<file path="src/rtl/mc_datapath_regs.sv">
// Multicycle MIPS datapath state: PC, IR, MDR, A, B, ALUOut, register file and operand muxes.
// All arithmetic happens in the external ALU; this block only registers and selects.
module mc_datapath_regs (
  input  logic        clk,
  input  logic        rst,
  input  logic        IorD,
  input  logic        IRWrite,
  input  logic        PCWrite,
  input  logic        PCSrc,
  input  logic        RegWrite,
  input  logic        RegDst,
  input  logic        MemtoReg,
  input  logic        ALUSrcA,
  input  logic [1:0]  ALUSrcB,
  input  logic [31:0] mem_rdata,
  input  logic [31:0] alu_result,
  output logic [31:0] mem_addr,
  output logic [31:0] mem_wdata,
  output logic [31:0] SrcA,
  output logic [31:0] SrcB,
  output logic [5:0]  Opcode,
  output logic [5:0]  Funct,
  output logic [31:0] pc_q
);

  localparam int unsigned DW = 32;
  localparam int unsigned AW = 5;
  localparam int unsigned NREG = 32;

  logic [DW-1:0] pc, ir, mdr, a, b, alu_out;
  logic [DW-1:0] rf [NREG];

  logic [AW-1:0] rs, rt, wa;
  logic [DW-1:0] rd_a, rd_b, wd, imm_ext;

  assign rs = ir[25:21];
  assign rt = ir[20:16];
  assign wa = RegDst ? ir[15:11] : ir[20:16];
  assign wd = MemtoReg ? mdr : alu_out;

  // Register 0 reads as zero regardless of storage contents.
  assign rd_a = (rs == AW'(0)) ? '0 : rf[rs];
  assign rd_b = (rt == AW'(0)) ? '0 : rf[rt];

  // Datapath registers; every source sees its pre-edge value.
  always_ff @(posedge clk or posedge rst) begin
    if (rst) begin
      pc      <= '0;
      ir      <= '0;
      mdr     <= '0;
      a       <= '0;
      b       <= '0;
      alu_out <= '0;
    end else begin
      if (PCWrite) pc <= PCSrc ? alu_out : alu_result;
      if (IRWrite) ir <= mem_rdata;
      mdr     <= mem_rdata;
      alu_out <= alu_result;
      a       <= rd_a;
      b       <= rd_b;
    end
  end

  // Register file write port; address 0 writes are dropped.
  always_ff @(posedge clk or posedge rst) begin
    if (rst) begin
      for (int i = 0; i < NREG; i++) rf[i] <= '0;
    end else if (RegWrite && (wa != AW'(0))) begin
      rf[wa] <= wd;
    end
  end

  assign imm_ext = {{16{ir[15]}}, ir[15:0]};

  always_comb begin
    SrcB = b;
    unique case (ALUSrcB)
      2'b00: SrcB = b;
      2'b01: SrcB = DW'(4);
      2'b10: SrcB = imm_ext;
      2'b11: SrcB = {imm_ext[DW-3:0], 2'b00};
      default: SrcB = b;
    endcase
  end

  assign mem_addr  = IorD ? alu_out : pc;
  assign mem_wdata = b;
  assign SrcA      = ALUSrcA ? a : pc;
  assign Opcode    = ir[31:26];
  assign Funct     = ir[5:0];
  assign pc_q      = pc;

endmodule
</file>
<file path="config.mk">
export PLATFORM = sky130hd
export DESIGN_NAME = mc_datapath_regs
export DESIGN_NICKNAME = d
export VERILOG_FILES = /design/src/rtl/mc_datapath_regs.sv
export SDC_FILE = /design/constraint.sdc
export NUM_CORES = 2
export LEC_CHECK = 0
export CAP_MARGIN = 40
export CORE_UTILIZATION = 50
export CTS_CLUSTER_SIZE = 40
export DETAILED_ROUTE_END_ITERATION = 12
export DONT_BUFFER_PORTS = 1
export PLACE_DENSITY = 0.67
export SYNTH_ARGS = -nofsm -noshare
export SYNTH_HDL_FRONTEND = slang
export SYNTH_SLANG_ARGS = --single-unit
</file>
<file path="constraint.sdc">
create_clock -name clk -period 53.1 [get_ports clk]
set_input_delay 2.655 -clock clk [delete_from_list [all_inputs] [get_ports clk]]
set_output_delay 2.655 -clock clk [all_outputs]
set_load 0.01 [all_outputs]
</file>
# ---- After elaboration in Yosys (flattened, before gate mapping)
# Index checks and enable logic that the tools add are counted.
dict set report word_totals {
  out_inout_bits 172
  inputBits 76
  wordCells 71
  regBits 1216
}
dict set report classes {
  n_bitwise 3
  n_lt_le_gt_ge 4
  mux 17
  reduce_logical 6
  n_eq_ne 3
}
# cell n
set ops {}
lappend ops {{1024-bit bitwise mux} 1}
lappend ops {{32-bit two-way mux} 11}
lappend ops {{32-bit binary-select mux with 5-bit select} 2}
lappend ops {{32-bit demux with 5-bit select} 1}
lappend ops {{32-bit case mux with 4 select lines} 1}
lappend ops {{6-bit >= comparator (second input constant)} 3}
lappend ops {{5-bit NOT with 6-bit output} 3}
lappend ops {{5-bit logical NOT} 2}
lappend ops {{6-bit by 1-bit less-than comparator with 1-bit output (second input constant)} 1}
lappend ops {{5-bit two-way mux} 1}
lappend ops {{5-bit nonzero test} 1}
lappend ops {{2-bit == test (second input constant)} 2}
lappend ops {{2-bit by 1-bit == test with 1-bit output (second input constant)} 1}
lappend ops {{1-bit logical AND} 2}
lappend ops {{2-bit logical NOT} 1}

# ---- Longest topological paths before layout
dict set report logic_depth {
  depth_word 7
  mapped_depth 9
  ltp_nobuf 4
}

# ---- Least setup slack after synthesis
# OpenSTA, ideal clock, no wires.
dict set report synth_path {
  kind {input to output}
  from {input port ALUSrcB[1]}
  to {output port SrcB[17]}
  path_stages 5
  arrival_time_ns 3.803
  t_required_ns 50.445
  slack_ns 46.642
  path_cell_list {clkbuf_1 > and2_1 > clkbuf_1 > clkbuf_1 > a21o_1}
}
dict set report synth_between {
  elab_chain_len 2
}
# element line_no
set synth_lines {}
lappend synth_lines {{start: declaration} 14} ;# input logic [1:0] ALUSrcB,
lappend synth_lines {{2-bit == test (tied with other cells)} 77} ;# unique case (ALUSrcB)
lappend synth_lines {{32-bit case mux with 4 select lines *} 77}
lappend synth_lines {{end: declaration} 20} ;# output logic [31:0] SrcB,
# Mark *: on every way between the ends. The rest lies on a longest branch, timed or not.

# ---- Worst setup path in the final report
dict set report layout_path {
  from {input port ALUSrcB[1]}
  to {output port SrcB[16]}
}
# Same word-level chain as after synthesis.

==> flow_results.org <==
** Status
- The flow ran to the end, and the final reports show no timing, DRC or antenna violations.

** Power
- Share of total power in combinational logic :: 24.6%
- For this design the total switching power over the nets is 0.000930 W.
- In this run the static leakage power is 29.1 nW.
- Share of total power in sequential cells :: 45.6%
- Switching share of power :: 29.2%
- IR analysis of the VDD net gives a maximum drop of 0.0394 mV.
- Pwr/cell area :: 47.0 nW/um2
- Int Pwr :: 0.00225 W
- Portion of total power attributed to the clock network :: 29.8%

** Worst hold path
- Along the worst hold path, the cell count comes to 0.
- Start point of the worst hold path :: rf[992]
- Worst Hold Path EP :: rf[992]
- Path type of the worst min-delay path :: reg -> reg

** Clock tree
- The root buffer cell chosen for the clock tree is clkbuf_16.
- TritonCTS built the clock tree.
- Once the clock tree was built, the resizer swapped 0 gates to a different size.
- Depth of the CTS H-tree :: 4
- CTS clk-pin slew, worst paths :: 0.06 ns
- Buffers inserted to repair hold after CTS numbered 0.
- Clock tree synthesis found a total of 1216 sinks.
- Maximum buffer depth of the clock tree :: 3
- Clock buffer count from CTS :: 131
- The number of setup buffers added after CTS is 0.
- Clock latency of the later-clocked register in the worst-skew pair :: 0.76 ns

** STA
- Post-route clock period utilization :: 12.2%
- Setup repair after global routing left no endpoint under its margin.
- The final hold violation count was 0.
- Adding up every negative setup slack in the final design gives 0 ns.
- Count of endpoints failing setup in the final report :: 0
- Headroom to the max-slew limit came out at 32.5%.
- For the final database, setup skew stands at 0.0227 ns.
- The max-slew violation count is 0.
- Post-route minimum period :: 6.50 ns
- Peak clock frequency supported by timing :: 0.154 GHz
- For the pin with the worst max-slew slack, the measured transition is 1.01 ns.

** Setup path
- In this run the critical register-to-register path is launched from ir[21].
- The setup check on the worst reg-to-reg path leaves a slack of 47.87 ns.
- The worst register-to-register path has a depth of 9.
- Critical path launch point type :: primary input
- Critical Path Sink Type :: output port
- Critical Path AT :: 3.84 ns
- The critical path in this run is classified as in -> out.
- For the worst setup path, the data required time is 50.44 ns.
- Of all nets on the critical path, the largest fanout is 19.
- In this run the critical register-to-register path is captured at a[4].

** Floorplanning
- Once the floorplan was initialized, standard cells occupied 50.7% of the core.
- Placeable core region :: 122000 um2
- During I/O placement, the number of pins put on the boundary was 248.
- After floorplanning, the core was divided into 128 placement rows.
- In this run the horizontal extent of the chip is 354 um.
- The die covers 126000 um2.
- Overall die height :: 354 um

** Synth
- By area the synthesized netlist is led by dfrtp_1, mux2_2, mux4_2.
- Fraction of registers with async set/reset :: 100%
- Synthesis handed over a netlist of 4156 instances.
- Mapped Area :: 62000 um2
- Number of synthesized register bits :: 1216
- After synthesis, the most frequently instantiated cells are dfrtp_1, mux2_2, mux4_2, mux2i_1, clkbuf_1.
- Net count after synthesis :: 4232
- Counting flops with a built-in enable in the synthesized netlist gives 0.
- Yosys mapped the design onto 44 distinct sky130hd cell types.
- In the post-synthesis netlist, the cell with the most instances is dfrtp_1.
- Yosys printed 0 warnings.
- Among all flip-flop cells after synthesis, the most frequent one is dfrtp_1.
- Cell type with the highest aggregate area in the netlist :: dfrtp_1
- In this run the biggest area consumer among cell types represents 49.0% of the synthesized area.
- Post-synthesis area per instance :: 14.9 um2
- Register area share after synthesis :: 49.0%

** Placement
- The congestion estimate from routability-driven global placement came to 0.811.
- I/O Buffers :: 0
- The HPWL after detailed placement is 112000 um.

** GRT
- Remaining global-route overflow :: 0
- Via count of the first global-routing pass :: 39813
- Initial antenna violation count :: 11
- Wire length of the first global-routing pass :: 282000 um
- Combined global-route utilization of all metal layers :: 30.9%
- Entering global routing, the biggest net connects 178 pins.

** Run
- Max-capacitance violation count :: 0

** Drt
- Total number of vias :: 39199
- Number of iterations in the first detailed-routing pass :: 6
- The final layout contains routed wiring with a total length of 193000 um.
- The detailed router finished its first iteration with 4226 violations.
- For this run, design rule violations remaining after detail routing come to 0.
- After detailed routing, the number of vias per cell comes to 6.91.
- After detailed routing, the average wire length per cell comes to 34.0 um.
- The count of nets left with antenna violations once routing finished came out at 0.

** Final layout
- In the final design database the tool counted 4017 nets.
- Fraction of layout cells with a size suffix above 1 :: 42.3%
- Signed area change from the synthesized netlist to the final layout :: 9.08%
- Once layout is complete, the utilization of the core stands at 55.3%.
kinds of logic (layout without fill, tap and decap cells):
family | after synthesis | after routing | synth area share (%)
multiplexers | 1806 | 1806 | 39.2
flip-flops | 1216 | 1216 | 49.0
buffers and inverters | 485 | 372 | 4.33
AO/OA/AOI/OAI | 459 | 459 | 5.80
AND/OR/NAND/NOR | 190 | 190 | 1.67
other | 0 | 5 | 0
layout make-up:
type / count / area (um2)
tap: 1625 / 2030
clock inverter: 40 / 439
clock buffer: 195 / 4020
inverter: 4 / 22.5
timing repair buffer: 133 / 1540
antenna: 5 / 12.5
fill: 9741 / 54700
multi-input combinational: 2455 / 29100
sequential: 1216 / 30500
per-stage QoR:
step / instances / total power, W / cell area [um2] / hold WS [ns] / setup slack, ns
floorplan: 4156 / 0.00203 / 62000 / 0.441 / 16.18
global placement: 5397 / 0.00219 / 62400 / 0.377 / 46.28
detailed placement: 5432 / 0.00224 / 63200 / 0.384 / 46.61
CTS: 5667 / 0.00318 / 67700 / 0.398 / 46.62
global route: 5668 / 0.00332 / 67700 / 0.408 / 46.56
finish: 5673 / 0.00318 / 67700 / 0.398 / 46.60
power by group through the flow:
stage / Combinational [W] / Clock, W / Sequential, W
after global routing: 0.000835 / 0.000995 / 0.00149
after CTS: 0.000781 / 0.000958 / 0.00144
after detailed placement: 0.000779 / 0 / 0.00146
final: 0.000783 / 0.000948 / 0.00145
after global placement: 0.000753 / 0 / 0.00144
after floorplan: 0.000648 / 0 / 0.00138
cells in the final DEF, fill, tap and decap left out, types with 36 or more instances in the layout:
master / n
a2111oi_0: 60
a211oi_1: 64
a21oi_1: 36
a22o_1: 126
buf_4: 95
clkbuf_16: 143
dfrtp_1: 1208
mux2_1: 203
mux2_2: 915
mux2i_1: 303
mux4_2: 385
nor3_1: 65
o221ai_1: 63
o22ai_1: 64
routing by layer:
metal  up-vias  GRT usage, %  wire length [um]
met5         -             0                24
met1     21227          43.4             80000
met3       394          7.60             19000
li1      15560             -                 -
met2      2014          47.1             87500
met4         4          10.4              6280
critical path, stage by stage:
cell and delay [ns]:
and2_1 0.71, a21oi_1 0.09, o21ai_0 0.38
flip-flops by register name, indices dropped and copies added (netlist names):
signal,flops
rf,1024
pc_q,32
ir,32
alu_out,32
mdr,32
mem_wdata,32
a,32
how the worst max path moves through the flow:
stage,startpoint,endpoint,slack (ns),cells past startpoint
5_1_grt,ALUSrcB[1],SrcB[16],46.56,3
3_5_place_dp,ALUSrcB[1],SrcB[16],46.61,3
2_1_floorplan,rst,a[0],16.18,1
4_1_cts,ALUSrcB[1],SrcB[16],46.62,3
3_3_place_gp,rst,rf[118],46.28,5
6_report,ALUSrcB[1],SrcB[16],46.60,3
No activity file was read; power rests on OpenSTA's default activity.
